$ cat src/rtl/darkbus_initiator.sv
// device_bus initiator: one core request at a time, IDLE -> ACCESS -> TURN.
// Define DARKBUS_TIMEOUT_EN to abort accesses whose ack never arrives.
module darkbus_initiator #(
  parameter int TIMEOUT = 255,
  parameter int CNT_W   = 8
) (
  input  logic        XCLK,
  input  logic        XRES,
  input  logic        CORE_REQ,
  input  logic        CORE_WE,
  input  logic [31:0] CORE_ADDR,
  input  logic [31:0] CORE_WDATA,
  output logic        CORE_RDY,
  output logic        CORE_DONE,
  output logic [31:0] CORE_RDATA,
  output logic        CORE_ERR,
  output logic [31:0] BUS_ADDR,
  output logic        BUS_EN,
  output logic        BUS_RE,
  output logic        BUS_WE,
  output logic [31:0] BUS_DOUT,
  output logic        BUS_DOE,
  input  logic [31:0] BUS_DIN,
  input  logic        BUS_RACK,
  input  logic        BUS_WACK
);

  localparam logic [1:0] IDLE   = 2'd0;
  localparam logic [1:0] ACCESS = 2'd1;
  localparam logic [1:0] TURN   = 2'd2;

  logic [1:0]  state_q, state_d;
  logic [31:0] addr_q, addr_d;
  logic        we_q, we_d;
  logic [31:0] wdata_q, wdata_d;
  logic [31:0] rdata_q, rdata_d;
  logic        err_q, err_d;
  logic        done_q, done_d;
  logic        rdy_q, rdy_d;
  logic        accept;
  logic        ack;
  logic        in_access;

`ifdef DARKBUS_TIMEOUT_EN
  logic [CNT_W-1:0] cnt_q, cnt_d;
  logic [CNT_W-1:0] cnt_inc;
  assign cnt_inc = cnt_q + 1'b1;
`else
  logic unused_cfg;
  assign unused_cfg = ^{CNT_W'(TIMEOUT)};
`endif

  assign accept    = CORE_REQ & rdy_q;
  // only the ack that matches the access direction counts
  assign ack       = we_q ? BUS_WACK : BUS_RACK;
  assign in_access = (state_q == ACCESS);

  always_comb begin
    state_d = state_q;
    addr_d  = addr_q;
    we_d    = we_q;
    wdata_d = wdata_q;
    rdata_d = rdata_q;
    err_d   = err_q;
    done_d  = 1'b0;
`ifdef DARKBUS_TIMEOUT_EN
    cnt_d   = cnt_q;
`endif
    unique case (state_q)
      IDLE: begin
        if (accept) begin
          if (|CORE_ADDR[1:0]) begin
            done_d  = 1'b1;
            err_d   = 1'b1;
            rdata_d = '0;
          end else begin
            addr_d  = CORE_ADDR;
            we_d    = CORE_WE;
            wdata_d = CORE_WDATA;
            state_d = ACCESS;
`ifdef DARKBUS_TIMEOUT_EN
            cnt_d   = '0;
`endif
          end
        end
      end
      ACCESS: begin
        if (ack) begin
          rdata_d = we_q ? 32'h0 : BUS_DIN;
          err_d   = 1'b0;
          done_d  = 1'b1;
          state_d = TURN;
        end
`ifdef DARKBUS_TIMEOUT_EN
        else if (cnt_inc == CNT_W'(TIMEOUT)) begin
          rdata_d = '0;
          err_d   = 1'b1;
          done_d  = 1'b1;
          state_d = TURN;
        end else begin
          cnt_d = cnt_inc;
        end
`endif
      end
      TURN: begin
        state_d = IDLE;
      end
      default: begin
        state_d = IDLE;
      end
    endcase
    rdy_d = (state_d == IDLE);
  end

  always_ff @(posedge XCLK or negedge XRES) begin
    if (!XRES) begin
      state_q <= IDLE;
      addr_q  <= '0;
      we_q    <= 1'b0;
      wdata_q <= '0;
      rdata_q <= '0;
      err_q   <= 1'b0;
      done_q  <= 1'b0;
      rdy_q   <= 1'b0;
    end else begin
      state_q <= state_d;
      addr_q  <= addr_d;
      we_q    <= we_d;
      wdata_q <= wdata_d;
      rdata_q <= rdata_d;
      err_q   <= err_d;
      done_q  <= done_d;
      rdy_q   <= rdy_d;
    end
  end

`ifdef DARKBUS_TIMEOUT_EN
  always_ff @(posedge XCLK or negedge XRES) begin
    if (!XRES) begin
      cnt_q <= '0;
    end else begin
      cnt_q <= cnt_d;
    end
  end
`endif

  assign CORE_RDY   = rdy_q;
  assign CORE_DONE  = done_q;
  assign CORE_RDATA = rdata_q;
  assign CORE_ERR   = err_q;

  assign BUS_ADDR = addr_q;
  assign BUS_EN   = in_access;
  assign BUS_RE   = in_access & ~we_q;
  assign BUS_WE   = in_access & we_q;
  assign BUS_DOE  = in_access & we_q;
  assign BUS_DOUT = BUS_DOE ? wdata_q : 32'h0;

endmodule

$ cat config.mk
export PLATFORM = sky130hd
export DESIGN_NAME = darkbus_initiator
export DESIGN_NICKNAME = d
export VERILOG_FILES = /design/src/rtl/darkbus_initiator.sv
export SDC_FILE = /design/constraint.sdc
export NUM_CORES = 1
export LEC_CHECK = 0
export ABC_AREA = 0
export BUFFER_PORTS_ARGS = -buffer_cell sky130_fd_sc_hd__buf_2
export CAP_MARGIN = 40
export CORE_UTILIZATION = 30
export CTS_CLUSTER_DIAMETER = 100
export DETAILED_ROUTE_END_ITERATION = 6
export HOLD_SLACK_MARGIN = 0.05
export SLEW_MARGIN = 20
export SYNTH_ARGS = -nofsm -noshare
export SYNTH_HDL_FRONTEND = slang
export SYNTH_SLANG_ARGS = --single-unit
$ cat constraint.sdc
create_clock -name XCLK -period 2.7 [get_ports XCLK]
set_input_delay 0.135 -clock XCLK [delete_from_list [all_inputs] [get_ports XCLK]]
set_output_delay 0.135 -clock XCLK [all_outputs]
set_load 0.05 [all_outputs]
# After elaboration in Yosys (flattened, before gate mapping)
# Index checks and enable logic that the tools add are counted.
# W data, S select, Z words.
# word_totals
ramBits	0
rom_bits	0
output_inout_bits	103
reg_bits	102
latch_bits	0
memories	0
# op_classes
eq_ne	4
addsub	0
div_mod_pow	0
n_lt_le_gt_ge	0
n_bitwise	5
n_shift	0
mul	0
n_reduce_logical	6
n_mux	19
# op_table
op	n
$mux W32	5
$pmux W32 S2	1
$mux W1	7
$mux W2	3
$ne A2 B2 Y1 const B	3
$logic_not A2 Y1	2
$pmux W1 S2	2
$pmux W2 S2	1
$reduce_and A4 Y1	1
$and A1 B1 Y1	3
$reduce_and A3 Y1	1
$eq A2 B1 Y1 const B	1
$not A1 Y1	2
$reduce_bool A2 Y1	1
$reduce_or A2 Y1	1

# Logic depth before layout (Yosys ltp)
# depth
depth_word	5
ltp_mapped	6

# Worst setup path after synthesis
# OpenSTA, ideal clock, no wires.
# synth_timing
kind	reg2out
from	reg state_q[1]
to	out BUS_WE
required_ns	2.565
path_buffers	2
stages_incl_launch_ff	6
t_arrival_ns	2.124
setup_slack_ns	0.441
path_cell_list	dfrtp_1 > nand2b_1 > inv_1 > clkbuf_1 > and2_1 > buf_4
# synth_between
elab_chain_cells	2
# synth_lines
element	line_no	text
from (decl)	32	logic [1:0] state_q, state_d;
from (signal assigned)	126	state_q <= state_d;
$eq A2 B1 Y1	56	assign in_access = (state_q == ACCESS);
via BUS_EN	18	output logic BUS_EN,
$and A1 B1 Y1	n/a	
to (decl)	20	output logic BUS_WE,
# The timed path passes the listed nets, and every way through them passes these cells.

# Final worst setup path
# layout_timing
from	reg we_q
to	out BUS_RE
# layout_between
elab_chain_cells	2
# layout_lines
element	line_no	text
from (decl)	34	logic we_q, we_d;
from (signal assigned)	128	we_q <= we_d;
$not A1 Y1	154	assign BUS_RE = in_access & ~we_q;
$and A1 B1 Y1	154	
to (decl)	19	output logic BUS_RE,
# Every way passes these cells.

==> results.md <==
- Reg2Reg Depth: 4
- Root buffer cell: clkbuf_16
- Setup CP Type: flip-flop to output pin
- Antenna Nets Post-Route: 0
- Vias per cell: 4.36
- Final GP Congestion: 0.701
- Final-report hold violation count: 0
- Slowest cell on crit path: dfrtp_1
- Synth cell types: 19
- TritonCTS clock tree: done
- Post-synth EDFFs: 0
- Hold Worst Slack: 141 ps
- CP max FO: 33
- Largest net degree at the start of global routing: 53
- Slew HR: 53.7%
- CP bufs+invs: 3
- Tot GR Track Use: 15.2%
- Main synth FF type: dfrtp_1
- Startpoint types: flip-flop
- Chip Height: 122 um
- Synth Register Bits: 102
- RR Endpoint: wdata_q[8]
- Final WL: 11300 um
- Max H-tree Level: 3
- Max Slew Vio Count: 0
- VDD IR-drop max: 0.451 mV
- Initial core utilization: 31.0%
- Worst path top cell family by delay: buffers and inverters
- FP Rows: 43
- # fillers: 1253
- R2R Path Start: state_q[1]
- Crit-path cells: buf_4, nor3b_2, buf_4, buf_2
- WL per Instance: 13.9 um
- Die Span X: 122 um
- Max-cap viol count: 0
- Slowest stage delay, CP: 500 ps
- Critical Path AT: 1900 ps
- Worst endpoint required time: 2570 ps
- PortBufs: 204
- Antenna violations before repair: 0
- Cell count after synthesis: 332
- Outcome: completed
- Tcrit/Tclk final: 75.4%
- Clk Latency, worst-skew pair: 340 ps
- Setup repair bufs after CTS: 0
- Warnings from Yosys: 0
- Setup Viol. Count Final: 0
- Max Freq: 0.492 GHz
- Layout cells sized above 1: 46.2%
- Reg2Reg Setup Slack: 670 ps
- Final Util: 48.7%
- Slew @ Worst Pin: 694 ps
- Core ar.: 14000 um2
- Via count: 3547
- Hold path cells: 3
- Worst Hold End: CORE_ERR
- First-pass GRT wire length: 17400 um
- Inserted Clock Buffers: 9
- Post-Syn Area: 4350 um2
- CTS clk-pin slew, worst paths: 70 ps
- GR Overflow Total: 0
- Syn Nets: 434
- Nets@finish: 731
- Fin Clk Skew: 3.33 ps
- Setup TNS: 0 ps
- Number of global-route vias before repair: 3687
- Tot Pwr: 6660 uW
- Area Overhead vs Synth: 57.2%
- FF/Latch Area: 2550 um2
- DRT iter0 DRCs: 116
- Clock buffer depth: 2
- Post-CTS Resized: 0
- Final min period: 2030 ps
- Sink Count: 102
- HPWL Detailed: 7280 um
- Die area: 15000 um2
- Hold wc startpoint: CORE_ADDR[0]
- Hold/Removal Path Class: input port to flip-flop
- Leak pwr: 0.00360 uW
- Remaining DRCs: 0
- Ys async rst share: 100%
- Average size of a mapped cell: 13.1 um2
- Io pins: 205
- Unrepaired setup endpoints after global routing: false
- Multi-input gate area: 1570 um2
- Endpoint class of the critical path: output pin
- Worst path most repeated cell: buf_4
- Share of the yosys chip area belonging to registers: 58.6%
- Antenna cells: 0
- Power per cell area: 972 nW/um2
- Pre-antenna DRT Iters: 4
## power by group
part | total (uW) | internal [uW] | leakage (uW) | switching, uW
Sequential | 2370 | 2080 | 0.00127 | 297
Clock | 1270 | 715 | 0.000134 | 557
Combinational | 3010 | 1050 | 0.00220 | 1960
## synth_stat cells (all sizes together), types with 2 or more instances
cell,count,area (um2)
buf,12,87.6
inv,33,124
and2,4,25.0
nand2,34,128
mux2,63,807
o21ai,2,10.0
and3,32,200
nor2,2,7.51
mux2i,33,330
dfrtp,102,2550
clkbuf,10,37.5
## cells by family after synthesis
group                  after synthesis  synth area share [%]
AOI/OAI and AO/OA                    3                 0.517
buffers and inverters               55                  5.72
DFF                                102                  58.6
muxes                               96                  26.1
and+or+nand+nor                     76                  9.00
## worst min-delay path, delay by kind of cell
family,cells,cell delay [ps]
buffers and inverters,1,90
and+or+nand+nor,1,70
AOI/OAI and AO/OA,1,150
## per-stage QoR
stage	setup slack, ps	area [um2]	instances
2_1_floorplan	441	4350	332
3_3_place_gp	719	5570	701
3_5_place_dp	691	5590	702
4_1_cts	607	6840	814
5_1_grt	532	6840	814
6_report	666	6840	814
## flip-flops by register name, summed over array words and instances (netlist names)
register and flops:
CORE_RDY 1, CORE_DONE 1, wdata_q 32, CORE_RDATA 32
BUS_ADDR 32, we_q 1, state_q 2, CORE_ERR 1
## how the worst max path moves through the flow
| stage | startpoint | endpoint | slack (ps) | depth (start not counted) |
|---|---|---|---|---|
| 4_1_cts | we_q | BUS_RE | 610 | 4 |
| 3_5_place_dp | state_q[1] | wdata_q[8] | 690 | 4 |
| 3_3_place_gp | CORE_RDY | we_q | 720 | 3 |
| 2_1_floorplan | state_q[1] | BUS_WE | 440 | 5 |
| 6_report | we_q | BUS_RE | 670 | 4 |
| 5_1_grt | we_q | BUS_RE | 530 | 4 |
## cell type report
type,instances,area share (%)
clock buffer,10,3.35
clock inverter,6,0.914
inverter,33,1.81
multi-input combinational,175,22.9
sequential,102,37.3
tap,180,3.29
timing repair buffer,308,30.4
## cell usage in the layout, fill, tap and decap left out, drive strengths merged
| cell type | synthesis | routed |
|---|---|---|
| clkinv | 0 | 2 |
| clkinvlp | 0 | 3 |
| and3 | 32 | 32 |
| nand2 | 34 | 34 |
| bufinv | 0 | 1 |
| buf | 12 | 212 |
| nand4bb | 1 | 1 |
| clkbuf | 10 | 10 |
| nor3b | 1 | 1 |
| dlygate4sd3 | 0 | 96 |
| inv | 33 | 33 |
| or3 | 1 | 1 |
| and2 | 4 | 4 |
| o21ai | 2 | 2 |
| mux2i | 33 | 33 |
| nor2 | 2 | 2 |
| nand2b | 1 | 1 |
| mux2 | 63 | 63 |
| dfrtp | 102 | 102 |
| o22ai | 1 | 1 |
## metal layers
metal / part of all wire [%] / up-vias / global-route usage, %
met1: 42 / 1715 / 17.1
met3: 6.1 / 16 / 5.34
met2: 50 / 134 / 26.9
li1: - / 1682 / -
met5: 0 / - / 0
met4: 1.3 / 0 / 4.50
## what timing repair did
item                                    4_1_cts  5_1_grt
hold buffers                                 96        0
hold endpoints to repair                    145        0
endpoints found under the setup margin        0        0
No activity file was read; power rests on OpenSTA's default activity.
